$ cat config.mk
export PLATFORM = sky130hd
export DESIGN_NAME = hash_query_ctrl
export DESIGN_NICKNAME = d
export VERILOG_FILES = /design/src/rtl/hash_query_ctrl_pkg.sv /design/src/rtl/hash_query_ctrl_key_fold.sv /design/src/rtl/hash_query_ctrl.sv
export SDC_FILE = /design/constraint.sdc
export NUM_CORES = 1
export LEC_CHECK = 0
export CORE_UTILIZATION = 50
export CTS_CLUSTER_DIAMETER = 60
export DETAILED_ROUTE_END_ITERATION = 7
export PLACE_DENSITY = 0.92
export SYNTH_ARGS = -nofsm -noshare
export SYNTH_HDL_FRONTEND = slang
export SYNTH_HIERARCHICAL = 1
export SYNTH_SLANG_ARGS = --single-unit
$ cat constraint.sdc
create_clock -name clk -period 3.76 [get_ports clk]
set_input_delay 1.128 -clock clk [delete_from_list [all_inputs] [get_ports clk]]
set_output_delay 1.128 -clock clk [all_outputs]
set_load 0.02 [all_outputs]
$ cat src/rtl/hash_query_ctrl_pkg.sv
// hash_query_ctrl_pkg
//   Shared types and widths for the IPv4 hash-table query path.
//   hash_query_t : query type driven to the table (INSERT_QUERY / LOOK_UP_QUERY)
//   hqc_state_t  : controller FSM states; the DUP_* states exist only when
//                  HASH_DUP_CHECK_EN is defined.
package hash_query_ctrl_pkg;

  localparam int unsigned IPV4_IP_W  = 32;
  localparam int unsigned HASH_KEY_W = 12;

  typedef enum logic {
    INSERT_QUERY  = 1'b0,
    LOOK_UP_QUERY = 1'b1
  } hash_query_t;

  typedef enum logic [2:0] {
    ST_IDLE,
    ST_ISSUE,
    ST_CHECK,
    ST_WRITE,
    ST_RESP
`ifdef HASH_DUP_CHECK_EN
    ,
    ST_DUP_ISSUE,
    ST_DUP_CHECK
`endif
  } hqc_state_t;

endpackage

$ cat src/rtl/hash_query_ctrl_key_fold.sv
// hash_key_fold
//   Combinational XOR fold of a VAL_W value into a KEY_W table key. The value
//   is zero-extended to a whole number of KEY_W chunks and all chunks are
//   XORed together; for 32 -> 12 this is ip[11:0] ^ ip[23:12] ^ {4'b0, ip[31:24]}.
//   Ports:
//     val : input value (IPv4 address)
//     key : folded table key
module hash_key_fold
  import hash_query_ctrl_pkg::*;
#(
  parameter int unsigned VAL_W = IPV4_IP_W,
  parameter int unsigned KEY_W = HASH_KEY_W
) (
  input  logic [VAL_W-1:0] val,
  output logic [KEY_W-1:0] key
);

  localparam int unsigned NCHUNK = (VAL_W + KEY_W - 1) / KEY_W;
  localparam int unsigned PAD_W  = NCHUNK * KEY_W;

  logic [PAD_W-1:0] padded;

  assign padded = PAD_W'(val);

  always_comb begin
    key = '0;
    for (int unsigned i = 0; i < NCHUNK; i++) begin
      key = key ^ padded[i*KEY_W +: KEY_W];
    end
  end

endmodule

$ cat src/rtl/hash_query_ctrl.sv
// hash_query_ctrl
//   Initiator side of the IPv4 hash-table query interface. Accepts one
//   insert/lookup request at a time, folds the address into a table key,
//   queries the table, optionally writes it, and returns a hit/success result.
//   Optional build macro: HASH_DUP_CHECK_EN -- an insert that finds its slot
//   occupied re-queries the slot as a lookup, so re-inserting an address that
//   is already stored reports success instead of a collision.
//   Ports:
//     clk, rst                      : clock, synchronous active-high reset
//     req_valid_i/req_ready_o       : request handshake
//     req_op_i, req_ip_i            : request op and IPv4 address
//     ht_query_o, ht_key_o, ht_val_o: table query type, key, value
//     ht_wr_en_o                    : table write strobe
//     ht_resp_i                     : table response, valid the cycle after issue
//     rsp_valid_o/rsp_ready_i       : result handshake
//     rsp_op_o, rsp_hit_o           : echoed op and hit/success flag
//     ins_fail_cnt_o                : saturating count of failed inserts
module hash_query_ctrl
  import hash_query_ctrl_pkg::*;
#(
  parameter int unsigned KEY_W = HASH_KEY_W,
  parameter int unsigned VAL_W = IPV4_IP_W,
  parameter int unsigned CNT_W = 16
) (
  input  logic               clk,
  input  logic               rst,
  input  logic               req_valid_i,
  output logic               req_ready_o,
  input  hash_query_t        req_op_i,
  input  logic [VAL_W-1:0]   req_ip_i,
  output hash_query_t        ht_query_o,
  output logic [KEY_W-1:0]   ht_key_o,
  output logic [VAL_W-1:0]   ht_val_o,
  output logic               ht_wr_en_o,
  input  logic               ht_resp_i,
  output logic               rsp_valid_o,
  input  logic               rsp_ready_i,
  output hash_query_t        rsp_op_o,
  output logic               rsp_hit_o,
  output logic [CNT_W-1:0]   ins_fail_cnt_o
);

  hqc_state_t       state;
  hash_query_t      op_q;
  logic [KEY_W-1:0] fold_key;

  hash_key_fold #(
    .VAL_W (VAL_W),
    .KEY_W (KEY_W)
  ) u_fold (
    .val (req_ip_i),
    .key (fold_key)
  );

  function automatic logic [CNT_W-1:0] sat_inc(input logic [CNT_W-1:0] c);
    return (c == '1) ? c : c + 1'b1;
  endfunction

  // ht_key_o/ht_val_o double as the request registers: they are loaded at
  // accept so the table sees them during ISSUE and they stay put afterwards.
  always_ff @(posedge clk) begin
    if (rst) begin
      state          <= ST_IDLE;
      op_q           <= LOOK_UP_QUERY;
      req_ready_o    <= 1'b1;
      ht_wr_en_o     <= 1'b0;
      ht_query_o     <= LOOK_UP_QUERY;
      ht_key_o       <= '0;
      ht_val_o       <= '0;
      rsp_valid_o    <= 1'b0;
      rsp_hit_o      <= 1'b0;
      rsp_op_o       <= LOOK_UP_QUERY;
      ins_fail_cnt_o <= '0;
    end else begin
      case (state)
        ST_IDLE: begin
          if (req_valid_i && req_ready_o) begin
            req_ready_o <= 1'b0;
            op_q        <= req_op_i;
            rsp_op_o    <= req_op_i;
            if (req_op_i == INSERT_QUERY && req_ip_i == '0) begin
              // address 0 marks an empty slot and can never be stored
              rsp_hit_o      <= 1'b0;
              rsp_valid_o    <= 1'b1;
              ins_fail_cnt_o <= sat_inc(ins_fail_cnt_o);
              state          <= ST_RESP;
            end else begin
              ht_query_o <= req_op_i;
              ht_key_o   <= fold_key;
              ht_val_o   <= req_ip_i;
              state      <= ST_ISSUE;
            end
          end
        end
        ST_ISSUE: state <= ST_CHECK;
        ST_CHECK: begin
          if (op_q == LOOK_UP_QUERY) begin
            rsp_hit_o   <= ht_resp_i;
            rsp_valid_o <= 1'b1;
            state       <= ST_RESP;
          end else if (ht_resp_i) begin
            ht_wr_en_o <= 1'b1;
            state      <= ST_WRITE;
          end else begin
`ifdef HASH_DUP_CHECK_EN
            ht_query_o <= LOOK_UP_QUERY;
            state      <= ST_DUP_ISSUE;
`else
            rsp_hit_o      <= 1'b0;
            rsp_valid_o    <= 1'b1;
            ins_fail_cnt_o <= sat_inc(ins_fail_cnt_o);
            state          <= ST_RESP;
`endif
          end
        end
        ST_WRITE: begin
          ht_wr_en_o  <= 1'b0;
          rsp_hit_o   <= 1'b1;
          rsp_valid_o <= 1'b1;
          state       <= ST_RESP;
        end
`ifdef HASH_DUP_CHECK_EN
        ST_DUP_ISSUE: state <= ST_DUP_CHECK;
        ST_DUP_CHECK: begin
          rsp_hit_o   <= ht_resp_i;
          rsp_valid_o <= 1'b1;
          if (!ht_resp_i) ins_fail_cnt_o <= sat_inc(ins_fail_cnt_o);
          state       <= ST_RESP;
        end
`endif
        ST_RESP: begin
          if (rsp_ready_i) begin
            rsp_valid_o <= 1'b0;
            req_ready_o <= 1'b1;
            state       <= ST_IDLE;
          end
        end
        default: state <= ST_IDLE;
      endcase
    end
  end

endmodule

==> results.cfg <==
[global_route]
grt_pass1_vias = 3107
grt_antenna_before_repair = 0
gr-total-overflow = 0
grt_pass1_wl_um = 15350
grt_usage_pct = 28.12
grt_max_degree = 49

[flow_run]
drv_cap = 0

[placement]
gp_congestion = 0.9561
dp.cells = 547
hpwl_um = 6797
io_buffers = 103

[floorplan]
die_area_mm2 = 0.006936
num_rows = 29
core_mm2 = 0.006350
pin_count = 104
die_x_um = 83.28
die_h_um = 83.28
start_util_pct = 52.02

[hold_path]
hold_class = register to register
hp-start = ht_wr_en_o

[cts]
hold_buffers = 0
post_cts_resized = 0
clkSlewWorstSetupHoldPaths_ps = 70
post_cts_buffers = 0
clock_latency_ps = 340
numCtsBuffers = 9
clock-sinks = 69
root_buffer = clkbuf_8
clockBufferDepth = 2
cts_tree = yes
cts_max_level = 3

[pwr]
irDropWorstVdd_mv = 0.3325
power_w = 0.002067
power.leakage_nw = 1.630
power_density_mw_per_mm2 = 450.3

[yosys]
ys.flop_type = dfxtp_1
syn_inst = 387
synth_area_leaders = dfxtp_1 (42%), a21oi_1 (8.5%), o21ai_0 (7.9%)
synth_common_cells = dfxtp_1 (69), a21oi_1 (56), o21ai_0 (52), nand3_1 (50), nand2_1 (21)
syn_area_per_cell_um2 = 8.535
synth_most_common_cell = dfxtp_1
syn_nets = 426
ys_ff_latch = 69
ys_seq_area_share_pct = 41.82
synth_top_area_share_pct = 41.82
synth_edf_count = 0
synth_warnings = 6
netlist_area_mm2 = 0.003303
async_reset_ff_share_pct = 0
synth_top_cell_by_area = dfxtp_1
synth_cell_type_count = 44

[detailed_routing]
wirelength_um = 9966
ant_nets = 0
dr.pass1.iters = 5
drc = 0
drtIter0Drc = 258
vias_per_cell = 6.176
dr_total_vias = 3471
wl_per_cell_um = 17.73

[timing]
fin_tns_setup_ps = 0
final_hold_viol_count = 0
final.hold.worst_slack_ps = 455.1
worst_pin_slew_ps = 874.3
finClkSkew_ps = 8.915
post-route-min-period_ps = 3326
maxSlewHeadroom_pct = 41.72
fin_crit_sh_pct = 88.45
rsz0062_at_grt = no
max_freq_mhz = 300.7
slew_viol_final = 0
setup_viol = 0

[setup_path]
crit_type = input pin to register
cp-end-kind = register
r2r_start = state[1]
startpoint_type = input pin
cp.required_ps = 3990
critical_path_arrival_ps = 3550
crit_start = req_ip_i[20]
crit_fanout = 20

[cells_and_area]
drive_gt1_share_pct = 8.866
fillerInstances = 451
stdcell_count = 562
nets = 520
syn_to_final_growth_pct = 38.98
antenna_cells = 0

[run_status]
status = completed
==> placed cells by master, fill, tap and decap left out, types with 6 or more instances in the layout <==
cell,n
mux2_2,6
a21oi_1,56
or3_1,7
nor3_1,6
o21ai_0,52
clkbuf_8,10
xor3_1,8
nor2b_1,10
dfxtp_1,69
clkdlybuf4s50_1,102
nand2_1,21
buf_4,12
nand3_1,50
nor4_1,6
nor2_1,14
==> worst max-delay path: stages <==
cell and delay, ps:
clkdlybuf4s50_1 470, nor4_1 370, nand4_1 210, o31a_1 570, nor4b_1 430, mux2_2 370
==> kinds of logic (layout without fill, tap and decap cells) <==
logic type	count (synthesis)	after routing	share of synthesized area (%)
and+or+nand+nor	143	143	23.98
AOI/OAI and AO/OA	120	120	19.28
DFF	69	69	41.82
buffers and inverters	32	130	4.356
xor gates and xnor gates	12	12	6.818
muxes	10	10	3.371
adders and majority gates	1	1	0.3787
==> stage by stage <==
step	setup slack (ps)	instance area (um2)	utilization (%)
finish	434.3	4591	72.30
global route	277.1	4591	72.30
CTS	464.7	4591	72.30
detailed placement	122.2	4377	68.93
global placement	133.6	4377	68.93
floorplan	1025	3303	-
==> state kept, by name, summed over array words and instances, names as in the netlist <==
register,count
req_ready_o,1
op_q,1
rsp_valid_o,1
ht_wr_en_o,1
rsp_hit_o,1
ht_query_o,1
ht_val_o,32
ht_key_o,12
ins_fail_cnt_o,16
state,3
==> path summary, 6_finish.rpt <==
check | endpoint | slack, ps | cells after the start
max | ins_fail_cnt_o[9] | 430 | 6
min | ht_wr_en_o | 460 | 2
min reg2reg | ht_wr_en_o | 460 | 2
max reg2reg | rsp_valid_o | 1450 | 5
==> metal layers <==
metal	GRT usage, %	routed length (um)	vias up
li1	-	-	1597
met1	36.10	3936	1643
met2	44.86	4778	198
met3	6.660	955	33
met4	12.85	296	0
met5	0	0	-
==> report_power, final <==
part | internal, W | total, W | leakage (nW) | switching (W)
clock | 0.000387 | 0.000661 | 0.105 | 0.000273
combinational | 0.000246 | 0.000560 | 0.961 | 0.000314
sequential | 0.000798 | 0.000846 | 0.563 | 0.0000480
total | 0.00143 | 0.00207 | 1.63 | 0.000636
==> final cells by class <==
cell class,count,area (um2),share of cell area (%)
Timing Repair Buffer,115,1116,24.31
Multi-Input combinational cell,286,1783,38.84
Clock buffer,11,141.4,3.080
Tap cell,77,96.34,2.099
Clock inverter,4,72.57,1.581
Sequential cell,69,1381,30.09
Power figures use the tool's default switching activity.
